File: src/rtl/pkt_assembler_fifo.sv
// Packet assembler with an output queue.
// Events are registered into a single stage (S1), filtered and mapped into
// a SpiNNaker multicast packet (optionally with payload) and pushed into a
// show-ahead FIFO that feeds the packet output. Filtered and dropped events
// are counted by saturating counters.
module pkt_assembler_fifo #(
  parameter int NUM_FLR    = 2,
  parameter int NUM_MPR    = 4,
  parameter int SFT_BITS   = 6,
  parameter int FIFO_DEPTH = 4
) (
  input  logic                         clk,
  input  logic                         reset,
  input  logic [32*NUM_FLR-1:0]        fl_val_in,
  input  logic [32*NUM_FLR-1:0]        fl_msk_in,
  input  logic [31:0]                  mp_key_in,
  input  logic [32*NUM_MPR-1:0]        mp_fld_msk_in,
  input  logic [SFT_BITS*NUM_MPR-1:0]  mp_fld_sft_in,
  input  logic [32*NUM_MPR-1:0]        mp_fld_lmt_in,
  input  logic                         pld_mode_in,
  input  logic                         cnt_clr_in,
  input  logic [31:0]                  evt_data_in,
  input  logic [31:0]                  evt_pld_in,
  input  logic                         evt_vld_in,
  output logic                         evt_rdy_out,
  output logic [71:0]                  pkt_data_out,
  output logic                         pkt_vld_out,
  input  logic                         pkt_rdy_in,
  output logic [31:0]                  cnt_flt_out,
  output logic [31:0]                  cnt_drp_out
);

  localparam int PTR_W = $clog2(FIFO_DEPTH);
  localparam int CNT_W = PTR_W + 1;
  localparam logic [CNT_W-1:0] DEPTH_C = CNT_W'(FIFO_DEPTH);

  // S1 stage
  logic        r_s1_vld;
  logic [31:0] r_s1_data;
  logic [31:0] r_s1_pld;
  logic        r_s1_mode;

  // Output queue
  logic [71:0]      r_mem [FIFO_DEPTH];
  logic [PTR_W-1:0] r_wr_ptr;
  logic [PTR_W-1:0] r_rd_ptr;
  logic [CNT_W-1:0] r_count;

  logic        r_evt_rdy;
  logic [31:0] r_cnt_flt;
  logic [31:0] r_cnt_drp;

  logic             w_accept;
  logic             w_hit;
  logic             w_drop;
  logic [31:0]      w_key;
  logic [31:0]      w_fld;
  logic [4:0]       w_amt;
  logic [31:0]      w_pld;
  logic [7:0]       w_hdr;
  logic [71:0]      w_pkt;
  logic             w_push;
  logic             w_pop;
  logic [CNT_W-1:0] w_count_nxt;
  logic             w_room;

  assign w_accept = evt_vld_in && r_evt_rdy;

  // Capture each accepted event into S1; S1 empties by itself the next cycle.
  always_ff @(posedge clk or posedge reset) begin
    // NOTE: state is updated with <= so every register samples pre-edge values.
    if (reset) begin
      r_s1_vld  <= 1'b0;
      r_s1_data <= '0;
      r_s1_pld  <= '0;
      r_s1_mode <= 1'b0;
    end else begin
      r_s1_vld <= w_accept;
      if (w_accept) begin
        r_s1_data <= evt_data_in;
        r_s1_pld  <= evt_pld_in;
        r_s1_mode <= pld_mode_in;
      end
    end
  end

  // Filter match, field extraction, limit check and key assembly for S1.
  always_comb begin
    // NOTE: every output of this block gets a default first, so no latch is inferred.
    w_hit  = 1'b0;
    w_drop = 1'b0;
    w_key  = mp_key_in;
    w_fld  = '0;
    w_amt  = '0;
    for (int i = 0; i < NUM_FLR; i++) begin
      if ((r_s1_data & fl_msk_in[32*i +: 32]) == fl_val_in[32*i +: 32]) w_hit = 1'b1;
    end
    for (int j = 0; j < NUM_MPR; j++) begin
      w_amt = mp_fld_sft_in[SFT_BITS*j +: 5];
      // Direction bit set: the 5-bit field is a negative shift, i.e. shift left.
      if (mp_fld_sft_in[SFT_BITS*j + SFT_BITS - 1])
        w_fld = (r_s1_data & mp_fld_msk_in[32*j +: 32]) << (~w_amt + 5'd1);
      else
        w_fld = (r_s1_data & mp_fld_msk_in[32*j +: 32]) >> w_amt;
      if (w_fld > mp_fld_lmt_in[32*j +: 32]) w_drop = 1'b1;
      w_key = w_key | w_fld;
    end
  end

  // Header: payload flag plus a parity bit making the whole packet odd parity.
  assign w_pld  = r_s1_mode ? r_s1_pld : 32'h0;
  assign w_hdr  = {6'b0, r_s1_mode, ~(^w_key ^ ^w_pld ^ r_s1_mode)};
  assign w_pkt  = {w_pld, w_key, w_hdr};

  assign w_push      = r_s1_vld && !w_hit && !w_drop;
  assign pkt_vld_out = (r_count != '0);
  assign w_pop       = pkt_vld_out && pkt_rdy_in;

  // Occupancy after this edge.
  always_comb begin
    w_count_nxt = r_count;
    if (w_push && !w_pop)      w_count_nxt = r_count + 1'b1;
    else if (!w_push && w_pop) w_count_nxt = r_count - 1'b1;
  end

  // One free slot must remain beyond the queue and whatever S1 will hold.
  assign w_room = ({1'b0, w_count_nxt} + {{CNT_W{1'b0}}, w_accept}) < {1'b0, DEPTH_C};

  // Queue storage write.
  always_ff @(posedge clk) begin
    // NOTE: storage has no reset; the pointers and count alone define validity.
    if (w_push) r_mem[r_wr_ptr] <= w_pkt;
  end

  // Queue pointers, occupancy and registered event-ready.
  always_ff @(posedge clk or posedge reset) begin
    if (reset) begin
      r_wr_ptr  <= '0;
      r_rd_ptr  <= '0;
      r_count   <= '0;
      r_evt_rdy <= 1'b0;
    end else begin
      if (w_push) r_wr_ptr <= r_wr_ptr + 1'b1;
      if (w_pop)  r_rd_ptr <= r_rd_ptr + 1'b1;
      r_count   <= w_count_nxt;
      r_evt_rdy <= w_room;
    end
  end

  // Saturating event counters; clear takes priority over counting.
  always_ff @(posedge clk or posedge reset) begin
    if (reset) begin
      r_cnt_flt <= '0;
      r_cnt_drp <= '0;
    end else if (cnt_clr_in) begin
      r_cnt_flt <= '0;
      r_cnt_drp <= '0;
    end else if (r_s1_vld) begin
      if (w_hit) begin
        if (r_cnt_flt != '1) r_cnt_flt <= r_cnt_flt + 1'b1;
      end else if (w_drop) begin
        if (r_cnt_drp != '1) r_cnt_drp <= r_cnt_drp + 1'b1;
      end
    end
  end

  assign pkt_data_out = r_mem[r_rd_ptr];
  assign evt_rdy_out  = r_evt_rdy;
  assign cnt_flt_out  = r_cnt_flt;
  assign cnt_drp_out  = r_cnt_drp;

  // The flow-control reservation makes a push into a full queue impossible.
  a_no_overflow: assert property (@(posedge clk) disable iff (reset)
    !(w_push && (r_count == DEPTH_C) && !w_pop));

endmodule
File: config.mk
export PLATFORM = sky130hd
export DESIGN_NAME = pkt_assembler_fifo
export DESIGN_NICKNAME = d
export VERILOG_FILES = /design/src/rtl/pkt_assembler_fifo.sv
export SDC_FILE = /design/constraint.sdc
export NUM_CORES = 2
export LEC_CHECK = 0
export ABC_CLOCK_PERIOD_IN_PS = 7500
export CAP_MARGIN = 0
export CELL_PAD_IN_SITES_DETAIL_PLACEMENT = 1
export CELL_PAD_IN_SITES_GLOBAL_PLACEMENT = 1
export CORE_ASPECT_RATIO = 0.7
export CORE_MARGIN = 2
export CORE_UTILIZATION = 45
export DETAILED_ROUTE_END_ITERATION = 16
export DONT_BUFFER_PORTS = 1
export GPL_TIMING_DRIVEN = 1
export PLACE_DENSITY_LB_ADDON = 0.1
export SLEW_MARGIN = 0
export SYNTH_ARGS = -nofsm -noshare
export SYNTH_HDL_FRONTEND = slang
export SYNTH_SLANG_ARGS = --single-unit
File: constraint.sdc
create_clock -name clk -period 7.5 [get_ports clk]
set_input_delay 1.5 -clock clk [delete_from_list [all_inputs] [get_ports clk]]
set_output_delay 1.5 -clock clk [all_outputs]
set_load 0.05 [all_outputs]
# ---- Word-level counts from Yosys, hierarchy flattened
# Memories as Yosys holds them, arrays and structs flattened.
# Cells that the tools add are included.
dict set report word_totals {
  regBits 138
  ram_bits 264
  out_inout_bits 138
  mem_count 1
}
# memory words word_bits rd rd_clocked_by_memory_dff write_ports line
set memory_table {}
lappend memory_table {r_mem 4 66 1 0 1 44} ;# logic [71:0] r_mem [FIFO_DEPTH];
dict set report classes {
  addsub 11
  order_cmp 5
  n_eq_ne 5
  n_shift 8
  muxes 24
  n_bitwise 17
  reduce_logical 20
}
# operator count
set ops {}
lappend ops {{2-to-1 mux 32 bit} 14}
lappend ops {{bitwise AND 32 bit} 6}
lappend ops {{greater-than comparator 32 bit} 4}
lappend ops {{bitwise OR 32 bit} 4}
lappend ops {{<< shifter 32 x 5 -> 32 bit} 4}
lappend ops {{>> shifter 32 x 5 -> 32 bit} 4}
lappend ops {{adder 32 x 1 -> 32 bit, second input constant} 2}
lappend ops {{== test 32 bit} 2}
lappend ops {{!= test 32 bit, second input constant} 2}
lappend ops {{parity 32 bit} 2}
lappend ops {{adder 5 x 1 -> 5 bit, second input constant} 4}
lappend ops {{inverter 5 bit} 4}
lappend ops {{nonzero test 2 bit} 5}
lappend ops {{2-to-1 mux 1 bit} 8}
lappend ops {{logical AND 1 bit} 6}
lappend ops {{2-to-1 mux 3 bit} 2}
lappend ops {{adder 2 x 1 -> 2 bit, second input constant} 2}
lappend ops {{adder 3 x 1 -> 4 bit} 1}
lappend ops {{logical NOT 1 bit} 4}
lappend ops {{less-than comparator 4 x 3 -> 1 bit, second input constant} 1}
lappend ops {{AND reduction 4 bit} 1}
lappend ops {{adder 3 x 1 -> 3 bit, second input constant} 1}
lappend ops {{AND reduction 3 bit} 1}
lappend ops {{nonzero test 3 bit} 1}
lappend ops {{other kinds (4)} 5}

# ---- Logic depth before layout (Yosys ltp)
dict set report logic_depth {
  ltp_word 17
  mapped_depth 28
}

# ---- Worst setup path before layout
# OpenSTA, ideal clock, no wires.
dict set report synth_timing {
  kind {input to register}
  from {in mp_fld_sft_in[7]}
  to {mem r_mem[0][0] (netlist name) (enable)}
  arrival_time_ns 8.147
  required_time_ns 7.069
  path_slack_ns -1.079
  cell_stages 25
  path_buffers 6
  path_cell_list {buf_2 inv_1 buf_1 buf_1 ha_1 xor2_1 buf_2 buf_2 a21oi_1 a311o_1 nor2b_1 a211oi_1 a21oi_1 o21a_1 ha_1 a21o_1 a21o_1 a21o_1 a21oi_1 o21ai_0 a2111oi_0 a21o_1 and4_1 clkbuf_1 and2_1}
}
dict set report synth_via {
  elab_chain_len 12
}
# element line
set synth_rtl {}
lappend synth_rtl {{from (decl)} 18} ;# input logic [SFT_BITS*NUM_MPR-1:0] mp_fld_sft_in,
lappend synth_rtl {{inverter 5 bit} 102} ;# w_fld = (r_s1_data & mp_fld_msk_in[32*j +: 32]) << (~w_amt + 5'd1);
lappend synth_rtl {{adder 5 x 1 -> 5 bit} 102}
lappend synth_rtl {{<< shifter 32 x 5 -> 32 bit} 102}
lappend synth_rtl {{2-to-1 mux 32 bit (*)} 101} ;# if (mp_fld_sft_in[SFT_BITS*j + SFT_BITS - 1])
lappend synth_rtl {{greater-than comparator 32 bit (*)} 105} ;# if (w_fld > mp_fld_lmt_in[32*j +: 32]) w_drop = 1'b1;
lappend synth_rtl {{2-to-1 mux 1 bit (*) (3 in series)} 105}
lappend synth_rtl {{logical NOT 1 bit (*)} 115} ;# assign w_push = r_s1_vld && !w_hit && !w_drop;
lappend synth_rtl {{logical AND 1 bit (*)} 115}
lappend synth_rtl {{2-to-1 mux 1 bit (*)} 132} ;# if (w_push) r_mem[r_wr_ptr] <= w_pkt;
lappend synth_rtl {{2-to-1 mux 1 bit (implied by the code) (*)} 132}
lappend synth_rtl {{to (decl)} 44}
# Every way passes the cells marked *; elsewhere a longest branch is shown, timed or not.

# ---- Worst setup path in the final report
dict set report layout_timing {
  from {in mp_fld_sft_in[18]}
  to {reg r_evt_rdy (netlist: evt_rdy_out)}
}
dict set report layout_via {
  elab_chain_len 14
}
# element line
set layout_rtl {}
lappend layout_rtl {{inverter 5 bit} 102}
lappend layout_rtl {{adder 5 x 1 -> 5 bit} 102}
lappend layout_rtl {{<< shifter 32 x 5 -> 32 bit} 102}
lappend layout_rtl {{2-to-1 mux 32 bit (*)} 101}
lappend layout_rtl {{greater-than comparator 32 bit (*)} 105}
lappend layout_rtl {{2-to-1 mux 1 bit (*)} 105}
lappend layout_rtl {{logical NOT 1 bit (*)} 115}
lappend layout_rtl {{logical AND 1 bit (*)} 115}
lappend layout_rtl {{logical NOT 1 bit} 123} ;# else if (!w_push && w_pop) w_count_nxt = r_count - 1'b1;
lappend layout_rtl {{logical AND 1 bit} 123}
lappend layout_rtl {{2-to-1 mux 3 bit} 123}
lappend layout_rtl {{2-to-1 mux 3 bit (*)} 122} ;# if (w_push && !w_pop) w_count_nxt = r_count + 1'b1;
lappend layout_rtl {{via w_count_nxt[2]} 64} ;# logic [CNT_W-1:0] w_count_nxt;
lappend layout_rtl {{adder 3 x 1 -> 4 bit (*)} 127} ;# assign w_room = ({1'b0, w_count_nxt} + {{CNT_W{1'b0}}, w_accept}) < {1'b0, DEPTH_C};
lappend layout_rtl {{less-than comparator 4 x 3 -> 1 bit (*)} 127}
lappend layout_rtl {{via w_room} 65} ;# logic w_room;
lappend layout_rtl {{to (signal assigned)} 146} ;# r_evt_rdy <= w_room;
lappend layout_rtl {{to (decl)} 49} ;# logic r_evt_rdy;
# Mark *: on every way through the listed nets, which the timed path passes. The rest lies on a longest branch.
# A chain may end at the register's enable or synchronous reset.

==> results.md <==
- Crit path buffers/inverters: 3
- Cell family with the largest share of critical-path delay: compound AO/OA/AOI/OAI gates
- Endpoints failing setup: 0
- Power per cell area: 365 nW/um^2
- Synth Instances: 3680
- Placer Congestion: 1.13
- Global Route Usage Sum: 45.6%
- Die area: 85000 sq um
- DRC Markers: 0
- Drt first pass iters: 8
- Nets: 4294
- Latest clock arrival within the worst-skew pair: 650 ps
- Met1 GRT Util: 59.4%
- Final min period: 7320 ps
- Library cells used by synthesis: 86
- Worst hold path type: reg -> reg
- Clock sink total: 402
- Synth Register Bits: 402
- Unrepaired setup endpoints after global routing: no
- CP Data Required Time: 7900 ps
- GRT Max-Usage Layer: met2
- Clock tree buffer depth: 3
- Slew margin rel.: 0.800%
- Post-DRT Antenna Nets: 0
- Critical path's slowest cell: o221ai_1
- Met2 Use GR: 67.4%
- Root Driver: clkbuf_16
- Fillers: 9003
- Setup Buffers After CTS: 0
- Slowest stage delay, CP: 910 ps
- Initial antenna violation count: 53
- Dpl hpwl: 160000 microns
- Worst Hold Slack: 541 ps
- CTS tree: done
- Crit Path Category: in -> reg
- CTS H-tree lvls: 2
- Peak VDD IR: 474 uV
- Clock slew seen by the registers of the worst setup and hold paths: 60 ps
- Critical Path Source Type: input pin
- Die X: 348 microns
- Avg Inst Size Synth: 10.1 sq um
- Syn. warnings: 0
- Part of the Yosys area used for sequential elements: 30.6%
- Ys flop type: edfxtp_1
- Status: finished with violations
- Async SR Flop Fraction: 34.3%
- Via-to-Cell Ratio: 7.57
- Area Overhead vs Synth: 8.97%
- Hold Vio Cnt, Final: 0
- Top Ports: 648
- Failing checks: capacitance limit
- Leak Pwr: 15.7 nW
- Most frequent cells in the layout: nand2_1, mux4_2, edfxtp_1
- Fmax: 0.137 GHz
- Vias: 36200
- CP Capture Type: flop
- Period utilisation layout: 97.6%
- PostCTS Resize Cnt: 0
- Placed cell count: 4679
- M3 GR Usage: 17.0%
- Crit-path max FO: 67
- Post-synth EDFFs: 264
- Max_cap viols: 1
- Worst EP arrival: 7720 ps
- Starting Density: 45.3%
- Total power draw: 0.0148 W
- Final cell count without fillers: 4785
- Wirelength per Cell: 41.6 microns
- Total Routed Length: 199000 microns
- Commonest non-fill, non-tap cell in the layout: nand2_1
- Hold-fix buffer count after cts: 0
- First-pass GRT wire length: 276000 microns
- Cell Area, Synth: 37200 sq um
- Pin count of the biggest net entering global routing: 87
- Total core area: 82100 sq um
- Max-slew violations: 0
- Row Count: 88
- Slew @ Worst Pin: 1490 ps
- Die height: 244 microns
- Buffers added on ports: 0
- Critical-path cell list: inv_2 > buf_4 > a21boi_0 > mux4_2 > nand2_1 > o21ai_0 > o221ai_1 > ha_1 > a21o_1 > a21oi_1 > o21ai_0 > a211oi_1 > a31oi_1 > a21boi_0 > and4_1 > buf_4 > mux2i_1 > xor2_1 > a31oi_1
- Initial DRC count: 5723
- Num CTS Buffers: 42
- Share of cells above drive strength 1: 19.4%
- Setup tns final: 0 ps
- Clock Skews: 51.2 ps
- GR Overflow Total: 0
- Vias in the first global route: 35900
- Final Util: 49.3%
[report_power, final]
part	internal, W	switching (W)	total, W
logic	0.00312	0.00540	0.00852
registers	0.00305	0.000830	0.00388
clock network	0.00131	0.00106	0.00237
total	0.00748	0.00729	0.0148
[synth_stat cells (all sizes together), types with 136 or more instances]
master  number  area [sq um]
and2       136           851
edfxtp     264          7930
ha         141          1760
o21ai      178           891
a21oi      152           761
nand2      334          1250
mux4       302          6800
nor2       223           837
clkbuf     149           559
inv        168           633
dfrtp      138          3450
nand3      156           781
[path summary, 6_finish.rpt]
path,cells past startpoint,slack [ps],startpoint,endpoint
max,19,180,mp_fld_sft_in[18],evt_rdy_out
min,1,540,r_count[2],r_count[2]
max reg2reg,18,350,r_s1_data[0],evt_rdy_out
min reg2reg,1,540,r_count[2],r_count[2]
max in group asynchronous,2,5160,reset,r_s1_data[3]
min in group asynchronous,1,900,reset,r_s1_mode
[sequential cells by signal, summed over array words and instances, names as in the netlist]
name	count
r_mem	264
cnt_drp_out	32
cnt_flt_out	32
r_s1_data	32
r_s1_pld	32
r_count	3
r_rd_ptr	2
r_wr_ptr	2
evt_rdy_out	1
r_s1_mode	1
r_s1_vld	1
[logic make-up after synthesis]
| family | share of synthesized area [%] |
|---|---|
| xor+xnor | 3.60 |
| other cells | 0.0101 |
| buf+inv | 4.73 |
| simple gates | 16.5 |
| fa+ha+maj | 4.80 |
| compound gates | 15.2 |
| flops | 30.6 |
| mux | 24.5 |
[through the flow]
stage / setup WS [ps] / area, sq um
5_1_grt: 330 / 40500
2_1_floorplan: 24.0 / 37200
3_5_place_dp: 283 / 38900
3_3_place_gp: 480 / 38900
6_report: 180 / 40500
4_1_cts: 794 / 40400
[final cells by class]
type / count / area, sq um / share of cell area [%]
Multi-Input combinational cell: 2851 / 24100 / 59.6
Sequential cell: 402 / 11400 / 28.1
Timing Repair Buffer: 175 / 1430 / 3.52
Tap cell: 1080 / 1350 / 3.34
Clock buffer: 47 / 1080 / 2.67
Inverter: 171 / 649 / 1.60
Clock inverter: 31 / 417 / 1.03
Antenna cell: 28 / 70.1 / 0.173
[routing by layer]
layer	up-vias	wire length, microns
met5	-	458
met4	40	11700
met3	643	27700
met2	3006	84800
met1	18400	74500
li1	14100	-
No activity file was read; power rests on OpenSTA's default activity.
